===== src/rtl/mux_scan_ctrl.sv =====
// -----------------------------------------------------------------------------
// mux_scan_ctrl
//   Steps the select lines of a 4-to-1 mux through channels 0..3. For each
//   channel it holds the select for SETTLE cycles and then samples the mux
//   output for one cycle. The four samples are assembled into a 4-bit word
//   and offered on a valid/ready interface. In continuous mode scans run
//   back to back. A completed word that cannot be delivered because the
//   previous word is still pending is dropped and flagged on a sticky overrun.
//
// Ports:
//   clk        in   system clock, rising edge
//   rst_n      in   synchronous reset, active low
//   start      in   single-scan request, sampled only while idle
//   cont       in   continuous scanning while high
//   sel_a      out  mux select a (channel index bit 1)
//   sel_b      out  mux select b (channel index bit 0)
//   mux_in     in   mux output, synchronous to clk
//   scan_data  out  assembled word, bit n = channel n sample
//   scan_valid out  scan_data holds an unconsumed word
//   scan_ready in   consumer accepts the word when scan_valid is high
//   busy       out  scan in progress
//   overrun    out  sticky, a completed word was dropped
// -----------------------------------------------------------------------------
module mux_scan_ctrl #(
    parameter int SETTLE = 2
) (
    input  logic       clk,
    input  logic       rst_n,
    input  logic       start,
    input  logic       cont,
    output logic       sel_a,
    output logic       sel_b,
    input  logic       mux_in,
    output logic [3:0] scan_data,
    output logic       scan_valid,
    input  logic       scan_ready,
    output logic       busy,
    output logic       overrun
);

    if ((SETTLE < 1) || (SETTLE > 255)) begin : g_settle_range
        $error("mux_scan_ctrl: SETTLE must be within 1..255");
    end

    localparam logic [7:0] SETTLE_LAST = 8'(SETTLE - 1);

    typedef enum logic [1:0] {
        ST_IDLE   = 2'd0,
        ST_SETTLE = 2'd1,
        ST_SAMPLE = 2'd2
    } state_t;

    state_t     state_r, state_s;
    logic [1:0] ch_r, ch_s;
    logic [7:0] cnt_r, cnt_s;
    logic [2:0] shadow_r, shadow_s;
    logic [3:0] data_r, data_s;
    logic       valid_r, valid_s;
    logic       overrun_r, overrun_s;
    logic [3:0] word_s;

    // Next-state, channel sequencing, capture and output handshake
    always_comb begin
        state_s   = state_r;
        ch_s      = ch_r;
        cnt_s     = cnt_r;
        shadow_s  = shadow_r;
        data_s    = data_r;
        overrun_s = overrun_r;
        // Channel 3 is never stored in the shadow; it joins the word directly
        word_s    = {mux_in, shadow_r};

        // A pending word is consumed at any edge where ready is high
        if (valid_r && scan_ready) begin
            valid_s = 1'b0;
        end else begin
            valid_s = valid_r;
        end

        case (state_r)
            ST_IDLE: begin
                ch_s  = 2'd0;
                cnt_s = 8'd0;
                if (start || cont) begin
                    state_s = ST_SETTLE;
                end else begin
                    state_s = ST_IDLE;
                end
            end
            ST_SETTLE: begin
                if (cnt_r == SETTLE_LAST) begin
                    state_s = ST_SAMPLE;
                    cnt_s   = 8'd0;
                end else begin
                    state_s = ST_SETTLE;
                    cnt_s   = cnt_r + 8'd1;
                end
            end
            ST_SAMPLE: begin
                cnt_s = 8'd0;
                case (ch_r)
                    2'd0: begin
                        shadow_s[0] = mux_in;
                        ch_s        = 2'd1;
                        state_s     = ST_SETTLE;
                    end
                    2'd1: begin
                        shadow_s[1] = mux_in;
                        ch_s        = 2'd2;
                        state_s     = ST_SETTLE;
                    end
                    2'd2: begin
                        shadow_s[2] = mux_in;
                        ch_s        = 2'd3;
                        state_s     = ST_SETTLE;
                    end
                    default: begin
                        // Word complete: deliver if the slot is free or being
                        // emptied at this very edge, otherwise drop it
                        if (!valid_r || scan_ready) begin
                            data_s  = word_s;
                            valid_s = 1'b1;
                        end else begin
                            overrun_s = 1'b1;
                        end
                        ch_s = 2'd0;
                        if (cont) begin
                            state_s = ST_SETTLE;
                        end else begin
                            state_s = ST_IDLE;
                        end
                    end
                endcase
            end
            default: begin
                state_s = ST_IDLE;
                ch_s    = 2'd0;
                cnt_s   = 8'd0;
            end
        endcase
    end

    // State and output registers with synchronous active-low reset
    always_ff @(posedge clk) begin
        if (!rst_n) begin
            state_r   <= ST_IDLE;
            ch_r      <= 2'd0;
            cnt_r     <= 8'd0;
            shadow_r  <= 3'd0;
            data_r    <= 4'd0;
            valid_r   <= 1'b0;
            overrun_r <= 1'b0;
        end else begin
            state_r   <= state_s;
            ch_r      <= ch_s;
            cnt_r     <= cnt_s;
            shadow_r  <= shadow_s;
            data_r    <= data_s;
            valid_r   <= valid_s;
            overrun_r <= overrun_s;
        end
    end

    assign sel_a      = ch_r[1];
    assign sel_b      = ch_r[0];
    assign scan_data  = data_r;
    assign scan_valid = valid_r;
    assign busy       = (state_r != ST_IDLE);
    assign overrun    = overrun_r;

endmodule


===== config.mk =====
export PLATFORM = sky130hd
export DESIGN_NAME = mux_scan_ctrl
export DESIGN_NICKNAME = d
export VERILOG_FILES = /design/src/rtl/mux_scan_ctrl.sv
export SDC_FILE = /design/constraint.sdc
export NUM_CORES = 1
export LEC_CHECK = 0
export CORE_MARGIN = 8
export CORE_UTILIZATION = 51
export CTS_CLUSTER_SIZE = 16
export DETAILED_ROUTE_END_ITERATION = 6
export GPL_TIMING_DRIVEN = 0
export HOLD_SLACK_MARGIN = 0.05
export PLACE_DENSITY = 0.86
export SLEW_MARGIN = 20
export SYNTH_ARGS = -nofsm -noshare
export SYNTH_HDL_FRONTEND = slang
export SYNTH_SLANG_ARGS = --single-unit

===== constraint.sdc =====
create_clock -name clk -period 1.7 [get_ports clk]
set_clock_uncertainty 0.15 [all_clocks]
set_input_delay 0.425 -clock clk [delete_from_list [all_inputs] [get_ports clk]]
set_output_delay 0.425 -clock clk [all_outputs]
set_load 0.005 [all_outputs]

### After elaboration in Yosys (flattened, before gate mapping)

Cells that the tools add are included.

| storage, ports and cells | value |
|---|---|
| register bits after elaboration | 21 |
| output and inout port bits | 9 |
| input port bits | 6 |
| word-level logic and storage cells | 44 |

| cells by class | value |
|---|---|
| reduce and logical (&&, ||, !) cells | 14 |
| eq/ne operators | 5 |
| bitwise logic cells | 4 |
| add/sub/neg operators | 1 |
| multiplexer cells | 11 |

Operators by type and width:

| operator | count |
|---|---|
| 2-bit case mux with 3 select lines | 2 |
| 8-bit by 1-bit adder with 8-bit output, second input constant | 1 |
| 8-bit by 1-bit == test with 1-bit output, second input constant | 1 |
| 1-bit two-way mux | 7 |
| 2-bit AND reduction | 3 |
| 3-bit AND reduction | 2 |
| 3-bit OR reduction | 2 |
| 2-bit by 1-bit == test with 1-bit output, second input constant | 2 |
| 2-bit == test, second input constant | 2 |
| 2-bit zero test | 2 |
| 1-bit NOT | 4 |
| 2-bit case mux with 2 select lines | 1 |
| 1-bit logical OR | 2 |
| 2-bit two-way mux | 1 |
| 2-bit nonzero test | 1 |
| 1-bit logical AND | 1 |
| 1-bit zero test | 1 |

### Longest topological paths before layout

| depth | value |
|---|---|
| depth after elaboration | 5 |
| gate-level depth with buffers | 4 |
| depth with buffers taken out | 4 |

### Least setup slack after synthesis

Ideal clock, no wire load.

| timing | value |
|---|---|
| path type | register -> register |
| start point | reg cnt_r[0] |
| end point | reg cnt_r[6] |
| required time | 1.480 ns |
| path slack | 0.388 ns |
| clock period less this slack | 1.312 ns |
| arrival time | 1.092 ns |
| buffers on the path | 0 |
| cell stages (with the launch flop) | 5 |
| library setup time | 0.070 ns |
| cell sequence | dfxtp_1 > ha_1 > inv_1 > or3_1 > a21oi_1 |

| on the way | value |
|---|---|
| cells in the longest elaborated chain, start to end | 2 |
| elaborated cells on any way between the ends | 3 |
| those cells by class | add/sub: 1; eq/ne: 1; reduce/logical: 1 |

RTL lines:

| item | RTL line | source |
|---|---|---|
| from (decl) | 55 | `logic [7:0] cnt_r, cnt_s;` |
| from (signal assigned) | 156 | `cnt_r <= cnt_s;` |
| branches (longest 2 deep; another with 8-bit by 1-bit adder with 8-bit output) | -- |  |

Parallel ways; which one is timed is not known.
A chain may end at the register's enable or synchronous reset.

### Final worst setup path

| timing | value |
|---|---|
| start point | reg state_r[0] |
| end point | out busy |

| on the way | value |
|---|---|
| cells in the longest elaborated chain, start to end | 1 |

RTL lines:

| item | RTL line | source |
|---|---|---|
| from (decl) | 53 | `state_t state_r, state_s;` |
| from (signal assigned) | 154 | `state_r <= state_s;` |
| 2-bit nonzero test | 168 | `assign busy = (state_r != ST_IDLE);` |
| to (decl) | 37 | `output logic busy,` |

No other way between the ends.

==> flow_summary.ini <==
[run_status]
status = complete, no violations

[setup_path]
r2r_end = cnt_r[6]$_SDFF_PP0_
cp-end-kind = output pin
arrival_ns = 1.05
reg2reg_from = cnt_r[0]$_SDFF_PP0_
endpoint = busy
crit_type = reg -> out
crit_path_max_fanout = 2
worstPathRequired_ns = 1.12
critPathLaunchType = register
reg2reg_slack_ns = 0.28
worstRegToRegCells = 4
startpoint = state_r[0]$_SDFF_PN0_

[sta]
min_period_ns = 1.63
setup_violations = 0
rsz0062_at_grt = no
relSlewSlack_pct = 71.6
timing.fmax_ghz = 0.615
max_slew.worst_pin.slew_ns = 0.426
period_share_pct = 95.7
slew_violations = 0
hold_viol = 0
tns_ns = 0
setup_slack_ns = 0.0732

[synthesis]
yosysTopAreaCellShare_pct = 45.0
synth_common_cells = 21 x dfxtp_1, 12 x a21oi_1, 12 x nand3_1
synth_edf_count = 0
ys_seq_area_share_pct = 45.0
syn_nets = 116
synth_top_area_cell = dfxtp_1
synth.avg_cell_area_um2 = 8.99
ys_ff_latch = 21
synthesis.area_um2 = 935
yosys_warnings = 0
synth_cell_types = 26
synthTopCellsByArea = dfxtp_1 45%, ha_1 8.0%, a21oi_1 6.4%
synth-async-reset-ratio_pct = 0
synthFlopType = dfxtp_1
synthCells = 104
synth_most_common_cell = dfxtp_1

[clock_network]
cts_tree = yes
clk_pin_slew_ns = 0.11
h-tree-depth = 1
clock_latency_ns = 0.29
clock_path_buffers = 2
cts_sinks = 21
root_buffer = clkbuf_4
numCtsBuffers = 3
hold_buffers = 0

[power_and_ir_drop]
leakage_nw = 0.469
power_density_nw_per_um2 = 671
finalPower_mw = 0.786
ir_drop_mv = 0.562

[cells_and_area]
layout-drive-gt1-share_pct = 20.5
multi_input_area_um2 = 487
diodes = 0
nets = 140
regArea_um2 = 437
synthToLayoutAreaGrowth_pct = 25.3
fillCellCount = 146

[placement]
io_buffers = 14
dp_hpwl_um = 1370
dp_slack_ns = 0.0115
gp_congestion = 0.802

[hold_path]
hold_path.class = reg -> reg

[global_route]
grt_pass1_vias = 785
antenna_found_initial = 0
track_usage_pct = 11.5
gr-total-overflow = 0
grt_start_max_net_pins = 12
grt_pass1_wl_um = 3260

[flow_run]
maxCapViolations = 0

[detailed_routing]
drt_first_pass_iters = 4
via_count = 812
drt_iter0_drc = 13
wl_per_cell_um = 12.4
antenna_left = 0
drcViolationCount = 0
routed_wl_um = 1890
via_per_inst = 5.34

[floorplan]
initial_utilization_pct = 54.1
die_w_um = 58.8
boundaryPins = 15
dieHeight_um = 58.8
die_area_um2 = 3460
core_area_um2 = 1730
fp-row-count = 15
-- area by class of cell --
cell class	count	share of cell area, %
plain buffers	2	0.748
well taps	25	2.67
repair buffers	19	13.9
multi-input cells	76	41.6
clock buffers	4	2.24
inverters	5	1.60
flip-flops and latches	21	37.3
-- power breakdown --
| part | switching, mW | leakage (nW) | internal, mW |
|---|---|---|---|
| clock network | 0.135 | 0.0150 | 0.0911 |
| logic | 0.0282 | 0.280 | 0.0307 |
| registers | 0.00507 | 0.175 | 0.496 |
-- cells in the final DEF, fill, tap and decap left out, drive strengths merged, types with 3 or more instances in the layout --
cell type      netlist  routed
nand2                3       3
clkdlybuf4s50        0       5
nand3               12      12
clkbuf               1       5
or3                  3       3
nor2b                3       3
a21oi               13      13
ha                   6       6
a21bo                3       3
dlygate4sd2          0       8
nor2                10      10
dfxtp               21      21
o21ai                9       9
inv                  5       5
buf                  1       7
-- timing repair --
action / CTS / global route
gates resized for setup: 23 / 0
setup buffers: 5 / 0
setup endpoints to repair: 9 / 0
hold endpoints to repair: 0 / 0
-- critical path: stages, from the launching register on --
cell	delay, ns
dfxtp_4	0.35
or2_2	0.28
buf_2	0.13
-- per-stage QoR --
step	hold WS, ns	util (%)	std cells	cell area [µm²]
finish	0.319	67.8	152	1170
global route	0.353	67.8	152	1170
CTS	0.322	67.8	152	1170
detailed placement	0.311	64.1	143	1110
global placement	0.305	64.1	143	1110
floorplan	0.288	-	104	935
-- routing by layer --
layer	wire length, µm	share of wire (%)	GRT usage [%]
met2	894	47	20.1
met1	890	47	13.4
met4	26	1.4	4.10
met3	75	4.0	2.61
met5	0	0	0
-- state kept, by name (all words and copies together) (netlist names) --
| name | cells |
|---|---|
| shadow_r | 3 |
| cnt_r | 8 |
| scan_valid | 1 |
| scan_data | 4 |
| state_r | 2 |
| overrun | 1 |
| ch_r | 2 |
-- cell families after synthesis --
family,count (synthesis),synth area share (%)
buffers and inverters,7,2.94
AO/OA/AOI/OAI,29,19.0
AND/OR/NAND/NOR,38,22.2
adder cells (fa/ha/maj),6,8.03
XOR/XNOR,3,2.81
flip-flops,21,45.0
-- worst min path at each step --
stage / start / end / slack [ns] / cells after the start
6_report: overrun$_SDFFE_PN0P_ / overrun$_SDFFE_PN0P_ / 0.32 / 2
4_1_cts: overrun$_SDFFE_PN0P_ / overrun$_SDFFE_PN0P_ / 0.32 / 2
3_3_place_gp: shadow_r[2]$_SDFFE_PN0P_ / scan_data[2]$_SDFFE_PN0P_ / 0.30 / 2
3_5_place_dp: shadow_r[2]$_SDFFE_PN0P_ / scan_data[2]$_SDFFE_PN0P_ / 0.31 / 2
5_1_grt: shadow_r[2]$_SDFFE_PN0P_ / scan_data[2]$_SDFFE_PN0P_ / 0.35 / 2
2_1_floorplan: shadow_r[0]$_SDFFE_PN0P_ / scan_data[0]$_SDFFE_PN0P_ / 0.29 / 2
Power figures use the tool's default switching activity.
==> variant 1 (same settings) <==
Encoding of `state_t`: now one-hot (3 bits for 3 states).
--- a/src/rtl/mux_scan_ctrl.sv
+++ b/src/rtl/mux_scan_ctrl.sv
@@ -44,10 +44,10 @@
 
     localparam logic [7:0] SETTLE_LAST = 8'(SETTLE - 1);
 
-    typedef enum logic [1:0] {
-        ST_IDLE   = 2'd0,
-        ST_SETTLE = 2'd1,
-        ST_SAMPLE = 2'd2
+    typedef enum logic [2:0] {
+        ST_IDLE   = 3'b001,
+        ST_SETTLE = 3'b010,
+        ST_SAMPLE = 3'b100
     } state_t;
 
     state_t     state_r, state_s;
Check against the original RTL: no difference found for any inputs over 10 cycles, from zero or initial values and one cycle with rst_n low; not proved beyond that.
==> variant 1 against the original RTL <==
- cell area grew 8.8%
- setup slack lost 0.0015 ns
- sequential share of layout area shrank 0.84 points
- critical path type unchanged
- sequential cell count grew 1
- power grew 33%
- wire length grew 4.2%
- cell count grew 4.6%
- count of clock-buffer cells in the layout shrank 1
- synthesized area grew 6.6%
- largest power group unchanged
==> variant 1: results (changes against the original RTL) <==
- CTS sink cnt: 22 (+4.8%)
- Max layer used: met4
- Register area share after synthesis: 0.442 (-0.00759)
- Reg clk slew, reported paths: 0.13 ns (+0.02 ns)
- Outcome: finished, final reports clean
- CTS resizes: 27 (+17%)
- Met1 Wirelength: 740 um (-17%)
- Root buffer cell: clkbuf_4
- Worst reg2reg path endpoint: scan_data[3]$_SDFFE_PN0P_
- Post-synthesis adder-cell area fraction: 0.0754 (-0.00494)
- Layout cell share with drive strength beyond 1: 0.220 (+0.0150)
- Vias: 798 (-1.7%)
- Worst R2R Path Depth: 5 (+1)
- Synth async-reset ratio: 0 (unchanged)
- LEAKAGE: 0.488 nW (+4.0%)
- IO Port Bufs: 13 (-1)
- Met3 WL post-DR: 141 um (+88%)
- Worst slew margin: 0.688 (-0.0274)
- Worst skew pair latency: 0.31 ns (+0.02 ns)
- Worst Setup SP: state_r[2]$_SDFF_PN0_
- Clock group total power: 0.401 mW (+77%)
- # placed instances: 150 (+4.9%)
- DR vias/cell: 5.02 (-6.1%)
- Syn Inst Count: 110 (+5.8%)
- Commonest cells in the netlist: 22 x dfxtp_1, 13 x nand3_1, 13 x nor2_1
- Wire per inst: 12.4 um (-0.40%)
- GR Util All Layers: 0.124 (+0.00850)
- Met1 GRT Util: 0.119 (-0.0141)
- Met2 usage: 0.244 (+0.0430)
- Net Count, Synth: 122 (+5.2%)
- Starting DRT DRC Count: 5 (-8)
- Largest net degree at the start of global routing: 14 (+2)
- Reg2Reg Setup Slack: 0.13 ns (-0.15 ns)
- DR WL met2: 1070 um (+20%)
- Area contributors post-synth: dfxtp_1 44%, ha_1 7.5%, nand3_1 6.5%, nor2_1 4.9%, nand2_1 4.5%
- Worst Path Max Fanout: 3 (+1)
- Comb power frac: 0.106 (+0.031)
- Complex-gate fraction of the synthesized area: 0.121 (-0.0695)
- Vias in the first global route: 863 (+9.9%)
- P_sw: 0.232 mW (+38%)
- Final Wtd Congestion: 0.738 (-8.0%)
- Layout fillers: 159 (+8.9%)
- Synth Area in XOR/XNOR: 0.0528 (+0.0247)
- Combinational gate power: 0.111 mW (+88%)
[variant 1: through the flow]
stage / util / setup WS [ns] / instance area (um2)
2_1_floorplan: - / 0.362 / 996
3_3_place_gp: 0.610 / -0.0407 / 1160
3_5_place_dp: 0.610 / -0.0907 / 1160
4_1_cts: 0.672 / -0.0216 / 1280
5_1_grt: 0.670 / 0.0288 / 1270
6_report: 0.670 / 0.0717 / 1270
[variant 1: critical path, stage by stage, from the launching register on]
cell	delay, ns
dfxtp_4	0.36
nand2b_4	0.14
nand2b_4	0.14
clkbuf_2	0.11
[variant 1: worst min-delay path by stage]
stage	start	to	slack (ns)	cells past startpoint
2_1_floorplan	shadow_r[0]$_SDFFE_PN0P_	scan_data[0]$_SDFFE_PN0P_	0.28	2
3_3_place_gp	shadow_r[0]$_SDFFE_PN0P_	scan_data[0]$_SDFFE_PN0P_	0.29	2
3_5_place_dp	shadow_r[0]$_SDFFE_PN0P_	scan_data[0]$_SDFFE_PN0P_	0.29	2
4_1_cts	shadow_r[2]$_SDFFE_PN0P_	scan_data[2]$_SDFFE_PN0P_	0.31	2
5_1_grt	shadow_r[0]$_SDFFE_PN0P_	scan_data[0]$_SDFFE_PN0P_	0.34	2
6_report	shadow_r[2]$_SDFFE_PN0P_	scan_data[2]$_SDFFE_PN0P_	0.31	2
[variant 1: final cells by class]
cell class	instances	area share
plain buffers	2	0.00589
clock buffers	3	0.0177
clock inverters	1	0.0236
inverters	4	0.0118
multi-input cells	82	0.430
flip-flops and latches	22	0.364
well taps	27	0.0265
repair buffers	18	0.120
[variant 1: kinds of logic (layout without fill, tap and decap cells)]
family,after synthesis,in the layout
AO/OA/AOI/OAI,18,18
XOR/XNOR,6,6
adder cells (fa/ha/maj),6,6
buffers and inverters,6,28
flip-flops,22,22
AND/OR/NAND/NOR,52,52
==> variant 2 (same flow settings) <==
Without the edit above. Put one more register stage on the output `overrun`, without a reset. The value now appears one clock later. The other outputs are not delayed to match.
--- a/src/rtl/mux_scan_ctrl.sv
+++ b/src/rtl/mux_scan_ctrl.sv
@@ -166,7 +166,9 @@
     assign scan_data  = data_r;
     assign scan_valid = valid_r;
     assign busy       = (state_r != ST_IDLE);
-    assign overrun    = overrun_r;
+    always_ff @(posedge clk) begin
+        overrun <= overrun_r;
+    end
 
 endmodule
 
Behaviour: no difference found for any inputs over 10 cycles, from zero or initial values and one cycle with rst_n low; that may be too few to reach the edited logic, so the function may still have changed.
==> variant 2 against the original RTL <==
- combinational power grew 1%
- cell count rose by 1.3%
- synthesized cell count is 0.96% higher
- fmax decreased by 0.60%
- power increased by 25%
- wire length increased by 12%
- first-iteration DRC count grew 150%
- global-route usage rose by 1.4 points
- synthesized area rose by 2.1%
- setup slack worse by 0.0098 ns
- via count up 2.7%
- sequential cell count increased by 1
- cell area grew 4.8%
- count of clock-buffer cells in the layout fell by 1
- largest cell class unchanged
- largest power group unchanged
- highest routed layer unchanged
==> variant 2: results (changes against the original RTL) <==
- Worst reg2reg path endpoint: scan_data[0]$_SDFFE_PN0P_
- Syn Inst Count: 105 (+0.96%)
- LEAKAGE: 0.496 nW (+5.7%)
- Worst hold margin: 0.216 ns (-0.103 ns)
- Met2 usage: 0.236 (+0.0348)
- Peak supply drop: 0.000499 V (-11%)
- CP arrival: 1.06 ns
- Reg2Reg Setup Slack: 0.17 ns (-0.11 ns)
- Vias in the first global route: 841 (+7.1%)
- Met3 usage: 0.0369 (+0.0108)
- R2R Path Start: ch_r[0]$_SDFFE_PN0P_
- Worst R2R Path Depth: 6 (+2)
- Slowest cell delay on critical path: 0.36 ns
- End point of the critical path: busy
- Starting DRT DRC Count: 32 (+19)
- Hold EP: overrun$_DFF_P_
- Final Wtd Congestion: 0.812 (+1.2%)
- TritonCTS Buffers: 3 (unchanged)
- Register area share after synthesis: 0.461 (+0.0115)
- Worst skew pair latency: 0.30 ns
- Global-route wire length before repair: 3610 um (+11%)
- Detailed-router iteration count before antenna repair: 4 (unchanged)
- Wire per inst: 13.8 um (+11%)
- Detailed Place HPWL: 1480 um (+7.8%)
- Area contributors post-synth: dfxtp_1 46%, ha_1 7.9%, a21oi_1 6.3%, nand3_1 6.3%, o21ai_0 4.7%
- Met1 GRT Util: 0.132 (-0.00191)
- Syn. warnings: 0 (unchanged)
- Placed cell area: 1130 um2 (+1.8%)
- Net Count, Synth: 117 (+0.86%)
- IO Port Bufs: 14 (unchanged)
- Worst slew pin tran: 0.414 ns (-0.0121 ns)
- Commonest cells in the netlist: 22 x dfxtp_1, 12 x a21oi_1, 12 x nand3_1
- Cells on Worst Hold Path: 0 (-2)
- Delay-heaviest family, CP: flip-flops
- Vias: 834 (+2.7%)
- Antenna violations before repair: 0 (unchanged)
- Synth unique cells: 26 (unchanged)
- # placed instances: 144 (+0.70%)
- GR Util All Layers: 0.129 (+0.0140)
- Largest net degree at the start of global routing: 14 (+2)
- Outcome: finished, final reports clean
- Reg clk slew, reported paths: 0.13 ns (+0.02 ns)
- Total Wirelength: 2120 um (+12%)
- Hold_sp: overrun_r$_SDFFE_PN0P_
- Worst Setup SP: state_r[0]$_SDFF_PN0_
- Layout cell share with drive strength beyond 1: 0.217 (+0.0123)
-- variant 2: cells by family (layout without fill, tap and decap cells) --
kind of cell | after synthesis | in the layout | synth area share
compound gates | 29 | 29 | 0.186
xor+xnor | 3 | 3 | 0.0275
fa+ha+maj | 6 | 6 | 0.0786
buf+inv | 7 | 31 | 0.0288
flops | 22 | 22 | 0.461
simple gates | 38 | 38 | 0.218
-- variant 2: power by group --
group | switching [mW] | internal [mW]
logic | 0.0286 | 0.0311
registers | 0.00579 | 0.518
clock network | 0.160 | 0.238
-- variant 2: layout make-up --
| type | instances | area, um2 |
|---|---|---|
| Multi-Input combinational cell | 76 | 487 |
| Sequential cell | 22 | 459 |
| Tap cell | 25 | 31.3 |
| Clock buffer | 3 | 22.5 |
| Inverter | 5 | 18.8 |
| Fill cell | 155 | 518 |
| Clock inverter | 1 | 30.0 |
| Buffer | 2 | 8.76 |
| Timing Repair Buffer | 20 | 170 |
-- variant 2: routing by layer --
metal | wire [um] | part of all wire | vias to the layer above
li1 | - | - | 420
met1 | 864 | 0.41 | 391
met2 | 1120 | 0.53 | 21
met3 | 119 | 0.056 | 2
met4 | 16 | 0.0075 | 0
met5 | 0 | 0 | -
-- variant 2: timing repair --
action,CTS,global route
buffers inserted,6,0
gates cloned,0,0
resized for setup,22,1
setup endpoints to repair,9,1
-- variant 2: metrics by stage --
| stage | setup WS (ns) | TNS [ns] |
|---|---|---|
| floorplan | 0.388 | 0 |
| global placement | 0.0220 | 0 |
| detailed placement | 0.0119 | 0 |
| CTS | -0.0365 | -0.0365 |
| global route | 0.0144 | 0 |
| finish | 0.0635 | 0 |
